## config.mk

```make
export PLATFORM = sky130hd
export DESIGN_NAME = dram_line_ctrl_flat
export DESIGN_NICKNAME = d
export VERILOG_FILES = /design/src/rtl/dram_line_ctrl_if.sv /design/src/rtl/dram_line_ctrl.sv /design/src/flat_wrapper.sv
export SDC_FILE = /design/constraint.sdc
export NUM_CORES = 1
export LEC_CHECK = 0
export CORE_AREA = 2 2 67 69
export CTS_CLUSTER_DIAMETER = 60
export DETAILED_ROUTE_END_ITERATION = 6
export DIE_AREA = 0 0 69 71
export PLACE_DENSITY = 0.85
export SLEW_MARGIN = 20
export SYNTH_ARGS = -nofsm -noshare
export SYNTH_HDL_FRONTEND = slang
export SYNTH_SLANG_ARGS = --single-unit
```

## constraint.sdc

```tcl
create_clock -name clock -period 1.7 [get_ports clock]
set_input_delay 0.34 -clock clock [delete_from_list [all_inputs] [get_ports clock]]
set_output_delay 0.34 -clock clock [all_outputs]
set_load 0.005 [all_outputs]
```

## src/rtl/dram_line_ctrl_if.sv

```systemverilog
// Line-transfer bundle between the L1 cache, the line controller and the data RAM.
// The slave view belongs to the controller; the master view belongs to the surrounding system.
interface dram_line_ctrl_if #(
  parameter int AWIDTH = 3,
  parameter int DWIDTH = 32
);
  logic              req_valid;
  logic              req_ready;
  logic              req_rw;
  logic [AWIDTH-1:0] req_addr;
  logic [DWIDTH-1:0] wdata;
  logic              wdata_valid;
  logic              wdata_ready;
  logic [DWIDTH-1:0] rdata;
  logic              rdata_valid;
  logic              rdata_last;
  logic              rdata_ready;
  logic [AWIDTH-1:0] ram_addr;
  logic [DWIDTH-1:0] ram_din;
  logic              ram_we;
  logic [DWIDTH-1:0] ram_dout;

  modport slave (
    input  req_valid, req_rw, req_addr,
    input  wdata, wdata_valid, rdata_ready,
    input  ram_dout,
    output req_ready, wdata_ready,
    output rdata, rdata_valid, rdata_last,
    output ram_addr, ram_din, ram_we
  );

  modport master (
    output req_valid, req_rw, req_addr,
    output wdata, wdata_valid, rdata_ready,
    output ram_dout,
    input  req_ready, wdata_ready,
    input  rdata, rdata_valid, rdata_last,
    input  ram_addr, ram_din, ram_we
  );
endinterface

```

## src/rtl/dram_line_ctrl.sv

```systemverilog
// Cache-line controller: moves whole lines between the L1 cache and a
// synchronous-read data RAM, one word per beat, in ascending address order.
module dram_line_ctrl #(
  parameter int AWIDTH = 3,
  parameter int DWIDTH = 32,
  parameter int LWORDS = 2
) (
  input logic            clock,
  input logic            reset,
  dram_line_ctrl_if.slave bus
);

  localparam int LB = $clog2(LWORDS);
  localparam int CW = (LB > 0) ? LB : 1;
  localparam logic [AWIDTH-1:0] LMASK = AWIDTH'(LWORDS - 1);
  localparam logic [CW-1:0]     CLAST = CW'(LWORDS - 1);

  typedef enum logic [1:0] {
    IDLE,
    WR,
    RD_ISSUE,
    RD_DATA
  } state_t;

  state_t            state;
  logic [CW-1:0]     cnt;
  logic [AWIDTH-1:0] base;
  logic              rw;
  logic [AWIDTH-1:0] addr;
  logic              last;

  assign addr = base + AWIDTH'(cnt);
  assign last = (cnt == CLAST);

  always_ff @(posedge clock or posedge reset) begin
    if (reset) begin
      state <= IDLE;
      cnt   <= '0;
      base  <= '0;
      rw    <= 1'b0;
    end else begin
      unique case (state)
        IDLE: begin
          if (bus.req_valid) begin
            base  <= bus.req_addr & ~LMASK;
            rw    <= bus.req_rw;
            cnt   <= '0;
            state <= bus.req_rw ? WR : RD_ISSUE;
          end
        end
        WR: begin
          if (bus.wdata_valid) begin
            cnt <= cnt + 1'b1;
            if (last) state <= IDLE;
          end
        end
        RD_ISSUE: state <= RD_DATA;
        RD_DATA: begin
          if (bus.rdata_ready) begin
            if (last) begin
              state <= IDLE;
            end else begin
              cnt   <= cnt + 1'b1;
              state <= RD_ISSUE;
            end
          end
        end
        default: state <= IDLE;
      endcase
    end
  end

  // Outputs are decoded from state and forced low while reset is held.
  always_comb begin
    bus.req_ready   = 1'b0;
    bus.wdata_ready = 1'b0;
    bus.rdata       = '0;
    bus.rdata_valid = 1'b0;
    bus.rdata_last  = 1'b0;
    bus.ram_addr    = '0;
    bus.ram_din     = '0;
    bus.ram_we      = 1'b0;
    if (!reset) begin
      unique case (state)
        IDLE: bus.req_ready = 1'b1;
        WR: begin
          bus.wdata_ready = 1'b1;
          bus.ram_addr    = addr;
          bus.ram_din     = bus.wdata;
          bus.ram_we      = bus.wdata_valid & rw;
        end
        RD_ISSUE: bus.ram_addr = addr;
        RD_DATA: begin
          bus.ram_addr    = addr;
          bus.rdata       = bus.ram_dout;
          bus.rdata_valid = 1'b1;
          bus.rdata_last  = last;
        end
        default: bus.req_ready = 1'b0;
      endcase
    end
  end

endmodule
```

## src/flat_wrapper.sv

```systemverilog
// flat-port wrapper written by rule: the top's interface ports become plain ports
module dram_line_ctrl_flat 
#(
  parameter int AWIDTH = 3,
  parameter int DWIDTH = 32,
  parameter int LWORDS = 2
)
  (clock, reset, bus_req_valid, bus_req_rw, bus_req_addr, bus_wdata, bus_wdata_valid, bus_rdata_ready, bus_ram_dout, bus_req_ready, bus_wdata_ready, bus_rdata, bus_rdata_valid, bus_rdata_last, bus_ram_addr, bus_ram_din, bus_ram_we);
  dram_line_ctrl_if #(.AWIDTH(AWIDTH), .DWIDTH(DWIDTH)) bus_i ();
  input logic clock;
  input logic reset;
  input wire logic [$bits(bus_i.req_valid)-1:0] bus_req_valid;
  input wire logic [$bits(bus_i.req_rw)-1:0] bus_req_rw;
  input wire logic [$bits(bus_i.req_addr)-1:0] bus_req_addr;
  input wire logic [$bits(bus_i.wdata)-1:0] bus_wdata;
  input wire logic [$bits(bus_i.wdata_valid)-1:0] bus_wdata_valid;
  input wire logic [$bits(bus_i.rdata_ready)-1:0] bus_rdata_ready;
  input wire logic [$bits(bus_i.ram_dout)-1:0] bus_ram_dout;
  output wire logic [$bits(bus_i.req_ready)-1:0] bus_req_ready;
  output wire logic [$bits(bus_i.wdata_ready)-1:0] bus_wdata_ready;
  output wire logic [$bits(bus_i.rdata)-1:0] bus_rdata;
  output wire logic [$bits(bus_i.rdata_valid)-1:0] bus_rdata_valid;
  output wire logic [$bits(bus_i.rdata_last)-1:0] bus_rdata_last;
  output wire logic [$bits(bus_i.ram_addr)-1:0] bus_ram_addr;
  output wire logic [$bits(bus_i.ram_din)-1:0] bus_ram_din;
  output wire logic [$bits(bus_i.ram_we)-1:0] bus_ram_we;
  assign bus_i.req_valid = bus_req_valid;
  assign bus_i.req_rw = bus_req_rw;
  assign bus_i.req_addr = bus_req_addr;
  assign bus_i.wdata = bus_wdata;
  assign bus_i.wdata_valid = bus_wdata_valid;
  assign bus_i.rdata_ready = bus_rdata_ready;
  assign bus_i.ram_dout = bus_ram_dout;
  assign bus_req_ready = bus_i.req_ready;
  assign bus_wdata_ready = bus_i.wdata_ready;
  assign bus_rdata = bus_i.rdata;
  assign bus_rdata_valid = bus_i.rdata_valid;
  assign bus_rdata_last = bus_i.rdata_last;
  assign bus_ram_addr = bus_i.ram_addr;
  assign bus_ram_din = bus_i.ram_din;
  assign bus_ram_we = bus_i.ram_we;
  dram_line_ctrl #(.AWIDTH(AWIDTH), .DWIDTH(DWIDTH), .LWORDS(LWORDS)) u_core (.clock(clock), .reset(reset), .bus(bus_i));
endmodule
```

==> key figures, run 1 <==
Global routing
  – Vias in the first global route: between 1000 and 1500
  – Largest net degree at the start of global routing: 15
  – GRT Util Overall: roughly 16%
  – Total grt overflow: 0
  – First-pass GRT wire length: between 6 and 7 mm
  – Initial antenna violation count: 0

Die
  – Die W: roughly 70 µm
  – Die Area: slightly below 5000 µm²
  – Initial Util: 21.1%
  – CORE AREA: 4200 µm²
  – IO Pins: ~150
  – Std cell rows: 24
  – Die Height: just over 70 µm

STA
  – Unrepaired setup endpoints after global routing: true
  – Hold slack: between 0.1 and 0.15 ns
  – Final setup skew: between 0.003 and 0.004 ns
  – Setup WS post-layout: -0.190 ns
  – Fin. Hold Viols: 0
  – Worst-Margin Slew: approximately 0.20 ns
  – Max-slew violation count: 0
  – Final Cycle Share: 111%
  – Final setup fails: 37
  – Min cycle time layout: 1.89 ns
  – Fmax: between 500 and 600 MHz
  – Worst rel slew slack: 86.8%

Setup path
  – Worst setup SP type: flip-flop
  – Crit path capture type: primary output
  – CP Max Fanout: 8
  – CP Class: flip-flop to primary output
  – R2r startpoint: u_core.state[1]
  – Worst Path Arrival: around 1.6 ns
  – Worst EP required: 1.36 ns
  – CP startpoint: u_core.state[1]

Layout
  – Final Non-Filler Cells: 320
  – P&R area growth vs syn: 203%
  – Most frequent cells in the layout: clkdlybuf4s50_1 (70), and2_4 (53), buf_6 (39)
  – Share of post-route cells with drive strength above 1: between 50% and 60%
  – Diode count: 0
  – Commonest non-fill, non-tap cell in the layout: clkdlybuf4s50_1
  – Nets: 343

Yosys
  – Top cells by area, synth: and2_4 (29%), and2_1 (25%), dfrtp_1 (17%)
  – Area share of the largest cell type after synthesis: between 20 and 30%
  – Post-synth cell types: 22
  – Yosys reg bits: 6
  – Ys Warns: 0
  – Netlist Area Pre-Place: a little under 900 µm²
  – Area leader, netlist: and2_4
  – Sequential share of the synthesized area: between 10% and 20%
  – Avg Inst Size Synth: 8.37 µm²
  – Syn nets: between 150 and 200
  – Post-Synthesis Cells: 106

Placement
  – GPL Wtd Cong: 0.772
  – Dpl hpwl: roughly 3.2 mm
  – Inst Count DP: between 300 and 400
  – Port Buffers: between 100 and 150

Power and ir drop
  – VDD IR-drop max: 0.599 mV
  – Lkg Pwr: roughly 1.3 nW
  – Cell Pwr Density: approximately 900 nW/µm²

Outcome
  – Failing checks: negative setup slack
  – Status: finished, violations left

Detailed routing
  – Via Count: 1310
  – Wirelength per Cell: between 10 and 15 µm
  – Total Wirelength: 4.24 mm
  – Drt drc: 0
  – Drt first pass iters: 4
  – DR iter-0 viols: 10
  – Via density: 4.09
  – Detail Route Antenna Nets: 0

Clocking
  – Root Buffer: clkbuf_8
  – Worst skew pair latency: between 0.2 and 0.25 ns
  – Clock transition at the registers of the reported paths: ~0.04 ns
  – Clk buf depth: 2
  – TritonCTS buffer count: 3
  – CTS sink cnt: 6
  – CTS tree: built
  – Htree depth: 1

Job
  – Max Cap Viol: 0

Worst hold path
  – HP Class: input port to async pin
## stage by stage
| step | worst slack, ns | TNS (ns) | instance area, µm² | total power, mW | utilization [%] |
|---|---|---|---|---|---|
| after floorplan | 0.294 | 0 | 887 | 0.905 | - |
| after global placement | -0.561 | -38.03 | 2420 | 1.71 | 57.6 |
| after detailed placement | -0.601 | -39.63 | 2420 | 1.74 | 57.6 |
| after CTS | -0.238 | -6.33 | 2720 | 2.41 | 64.8 |
| after global routing | -0.245 | -7.02 | 2690 | 2.55 | 63.9 |
| final | -0.190 | -5.31 | 2690 | 2.41 | 63.9 |
## cell families after synthesis
kind of cell	synth area share, %
AND/OR/NAND/NOR	64.9
buffers and inverters	9.03
AO/OA/AOI/OAI	5.36
flip-flops	16.9
multiplexers	3.81
## routing by layer
metal  global-route usage, %  vias to the layer above  wire length, µm
met4                    1.96                        0               21
met5                       0                        -                0
met3                    2.85                        3              279
met1                    17.7                      586             1560
met2                    32.4                       61             2380
li1                        -                      660                -
## path summary, 6_finish.rpt
kind / endpoint / slack, ns / depth (start not counted)
hold / removal: u_core.state[1] / 0.11 / 3
max in group asynchronous: u_core.base[2] / 1.47 / 3
min in group clock: u_core.base[2] / 0.50 / 1
hold reg to reg: u_core.base[2] / 0.50 / 1
setup / recovery: bus_ram_din[0] / -0.19 / 7
setup reg to reg: u_core.base[1] / 0.39 / 5
## critical path, cell delays in order (launching register included)
cell and delay [ns]:
dfrtp_1 0.38, buf_6 0.13, nor3b_4 0.22, buf_6 0.13, buf_8 0.12, buf_16 0.12
and2_4 0.13, buf_6 0.08
## power breakdown
part	switching [mW]	internal [mW]
sequential	0.0535	0.216
combinational	0.620	1.30
clock	0.0638	0.152
total	0.737	1.67
## what timing repair did
item | in CTS | in global routing
resized for setup | 268 | 46
pin swaps | 31 | 10
setup buffers | 10 | 3
endpoints found under the setup margin | 72 | 54
hold buffers | 0 | 0
gates cloned | 5 | 0
## cells in the mapped netlist
| library cell | count |
|---|---|
| a211oi_1 | 1 |
| a21o_1 | 1 |
| a21oi_1 | 4 |
| a31oi_1 | 2 |
| and2_1 | 36 |
| and2_4 | 29 |
| and3_1 | 1 |
| and3_4 | 1 |
| buf_2 | 2 |
| buf_6 | 5 |
| clkbuf_2 | 2 |
| dfrtp_1 | 6 |
| inv_2 | 1 |
| mux2_2 | 3 |
| nand2_1 | 1 |
| nand2b_1 | 1 |
| nand3_1 | 1 |
| nor2_1 | 3 |
| nor3_1 | 1 |
| nor3b_1 | 3 |
| nor3b_4 | 1 |
| or2_2 | 1 |
## final cells by class
class	instances	area (µm²)
Tap cell	52	65.1
Timing Repair Buffer	168	1690
Inverter	1	3.75
Multi-Input combinational cell	90	734
Sequential cell	6	150
Clock buffer	3	41.3
Fill cell	372	1520
## sequential cells by signal, summed over array words and instances (netlist names)
signal	flops
u_core.base	2
u_core.state	2
u_core.cnt	1
u_core.rw	1
Power figures use the tool's default switching activity.
==> run 2: changes to the inputs <==
Settings changed: CORE_AREA 2 2 67 69 to 2 2 64 66, CTS_BUF_LIST from default to sky130_fd_sc_hd__clkbuf_4, DIE_AREA 0 0 69 71 to 0 0 66 68, PLACE_DENSITY 0.85 to 0.92.
Clock period 1.7 ns to 2.2 ns, I/O delays scaled along.
==> key figures, run 2 (synthesized netlist as in run 1, its figures left out) <==
Detailed routing
  – DR iter-0 viols: 17 (+7)
  – Via Count: 1307 (-0.23%)
  – Detail Route Antenna Nets: 0 (unchanged)
  – Drt drc: 0 (unchanged)
  – Via density: 4.23 (+3.3%)
  – Wirelength per Cell: 13.4 µm (+1.1%)
  – Drt first pass iters: 4 (unchanged)
  – Total Wirelength: 4.14 mm (-2.4%)

Die
  – IO Pins: 145 (unchanged)
  – CORE AREA: 3860 µm² (-8.3%)
  – Die Area: 4490 µm² (-8.4%)
  – Std cell rows: 23 (-4.2%)
  – Die Height: 68 µm (-4.2%)
  – Die W: 66 µm (-4.3%)
  – Initial Util: 23.0% (+1.9 points)

STA
  – Max-slew violation count: 0 (unchanged)
  – Fin. Hold Viols: 0 (unchanged)
  – Final Cycle Share: a little over nine tenths
  – Aggregate negative setup slack: 0 ns (+5.31 ns)
  – Min cycle time layout: between 2 and 2.5 ns
  – Worst rel slew slack: 79.7% (-7.0 points)
  – Worst-Margin Slew: 0.303 ns (+0.105 ns)
  – Fmax: ~470 MHz
  – Setup WS post-layout: 0.0617 ns (+0.251 ns)
  – Final setup fails: 0 (-100%)
  – Final setup skew: 0.00269 ns (-0.000561 ns)

Power and ir drop
  – Lkg Pwr: 1.30 nW (+2.4%)
  – VDD IR-drop max: 0.446 mV (-26%)
  – Cell Pwr Density: 585 nW/µm² (-35%)

Setup path
  – Crit path capture type: primary output
  – Worst EP required: 1.76 ns (+0.40 ns)
  – CP peak stage delay: 0.49 ns (+0.11 ns)
  – Delay-heaviest family, CP: buffers and inverters
  – CP Max Fanout: 9 (+1)
  – CP Buf/Inv Count: 2 (-3)
  – Worst Path Arrival: 1.70 ns (+0.15 ns)
  – Worst setup SP type: flip-flop
  – Slowest-stage cell, CP: clkdlybuf4s50_1
  – Crit-path cells: and3_4, buf_16, and2_4, clkdlybuf4s50_1
  – CP Class: flip-flop to primary output

Global routing
  – First-pass GRT wire length: 5.58 mm (-12%)
  – Initial antenna violation count: 0 (unchanged)
  – GRT Util Overall: 16.1% (+0.11 points)
  – Vias in the first global route: 1210 (-4.0%)
  – Total grt overflow: 0 (unchanged)
  – Largest net degree at the start of global routing: 34 (+19)

Clocking
  – CTS tree: built
  – Htree depth: 1 (unchanged)
  – Clock transition at the registers of the reported paths: 0.04 ns (about the same)
  – TritonCTS buffer count: 3 (unchanged)
  – CTS sink cnt: 6 (unchanged)
  – Hold Buf Count CTS: 0 (unchanged)
  – Worst skew pair latency: 0.25 ns (+0.02 ns)
  – Root Buffer: clkbuf_4
  – Clk buf depth: 2 (unchanged)

Outcome
  – Status: completed

Placement
  – Port Buffers: 143 (unchanged)
  – Post-Place Worst Slack: -0.333 ns (+0.268 ns)
  – GPL Wtd Cong: 0.717 (-7.1%)
  – Dpl hpwl: 3.34 mm (+4.9%)

Layout
  – Register Area: 150 µm² (unchanged)
  – Commonest non-fill, non-tap cell in the layout: clkdlybuf4s50_1
  – Share of post-route cells with drive strength above 1: 22.0% (-33 points)
  – Layout fillers: 344 (-7.5%)
  – P&R area growth vs syn: 180%
  – Largest regs: u_core.base: 2 flops, u_core.state: 2 flops
  – Nets: 334 (-2.6%)
  – Diode count: 0 (unchanged)
  – Multi-input logic area: 662 µm² (-9.9%)
  – Most frequent cells in the layout: clkdlybuf4s50_1 (91), dlygate4sd2_1 (46), and2_1 (36)

Job
  – Max Cap Viol: 0 (unchanged)

Worst hold path
  – HP Class: input port to async pin
-- run 2: cell count changes in the layout (fill, tap and decap cells not counted), sizes merged --
cell	delta
buf	-48
clkbuf	-17
clkdlybuf4s15	-15
clkdlybuf4s50	+21
dlygate4sd2	+45
dlymetal6s2s	+5
-- run 2: final cells by class --
| cell class | instances | share of cell area [%] |
|---|---|---|
| Clock buffer | 3 | 0.906 |
| Timing Repair Buffer | 159 | 63.7 |
| Sequential cell | 6 | 6.04 |
| Multi-Input combinational cell | 90 | 26.6 |
| Tap cell | 50 | 2.52 |
| Inverter | 1 | 0.151 |
-- run 2: final timing paths --
| kind | start | end | slack (ns) | cells after the start |
|---|---|---|---|---|
| min | reset | u_core.rw | 0.19 | 3 |
| max | u_core.state[1] | bus_rdata[14] | 0.06 | 4 |
| min in group clock | u_core.base[1] | u_core.base[1] | 0.50 | 1 |
| min reg2reg | u_core.base[1] | u_core.base[1] | 0.50 | 1 |
| max in group asynchronous | reset | u_core.cnt | 1.89 | 3 |
| max reg2reg | u_core.state[1] | u_core.base[2] | 0.77 | 4 |
-- run 2: power breakdown --
| group | total (mW) | internal, mW | switching, mW |
|---|---|---|---|
| combinational | 1.14 | 0.758 | 0.380 |
| clock | 0.104 | 0.0618 | 0.0418 |
| sequential | 0.213 | 0.166 | 0.0463 |
-- run 2: what timing repair did --
action	CTS	global route
gates cloned	2	1
setup endpoints to repair	72	13
buffers inserted	0	5
gates resized for setup	52	6
pin swaps	0	2
-- run 2: tightest hold or removal path, stage by stage --
cell,delay [ns]
buf_2,0.14
inv_2,0.06
buf_4,0.14
-- run 2: per-stage QoR --
step	total power [mW]	area (µm²)	hold slack, ns	util [%]	instances
6_report	1.45	2480	0.192	64.4	309
3_5_place_dp	1.33	2390	0.493	62.0	298
3_3_place_gp	1.29	2390	0.479	62.0	298
2_1_floorplan	0.699	887	0.203	-	106
5_1_grt	1.56	2480	0.210	64.4	309
4_1_cts	1.40	2400	0.192	62.4	303
-- run 2: metal layers --
metal / share of wire [%] / GRT usage (%) / wire (µm) / vias up
met4: 3.0 / 6.63 / 125 / 0
li1: - / - / - / 640
met2: 53 / 32.1 / 2200 / 77
met5: 0 / 0 / 0 / -
met1: 36 / 17.0 / 1480 / 579
met3: 7.9 / 2.14 / 329 / 11
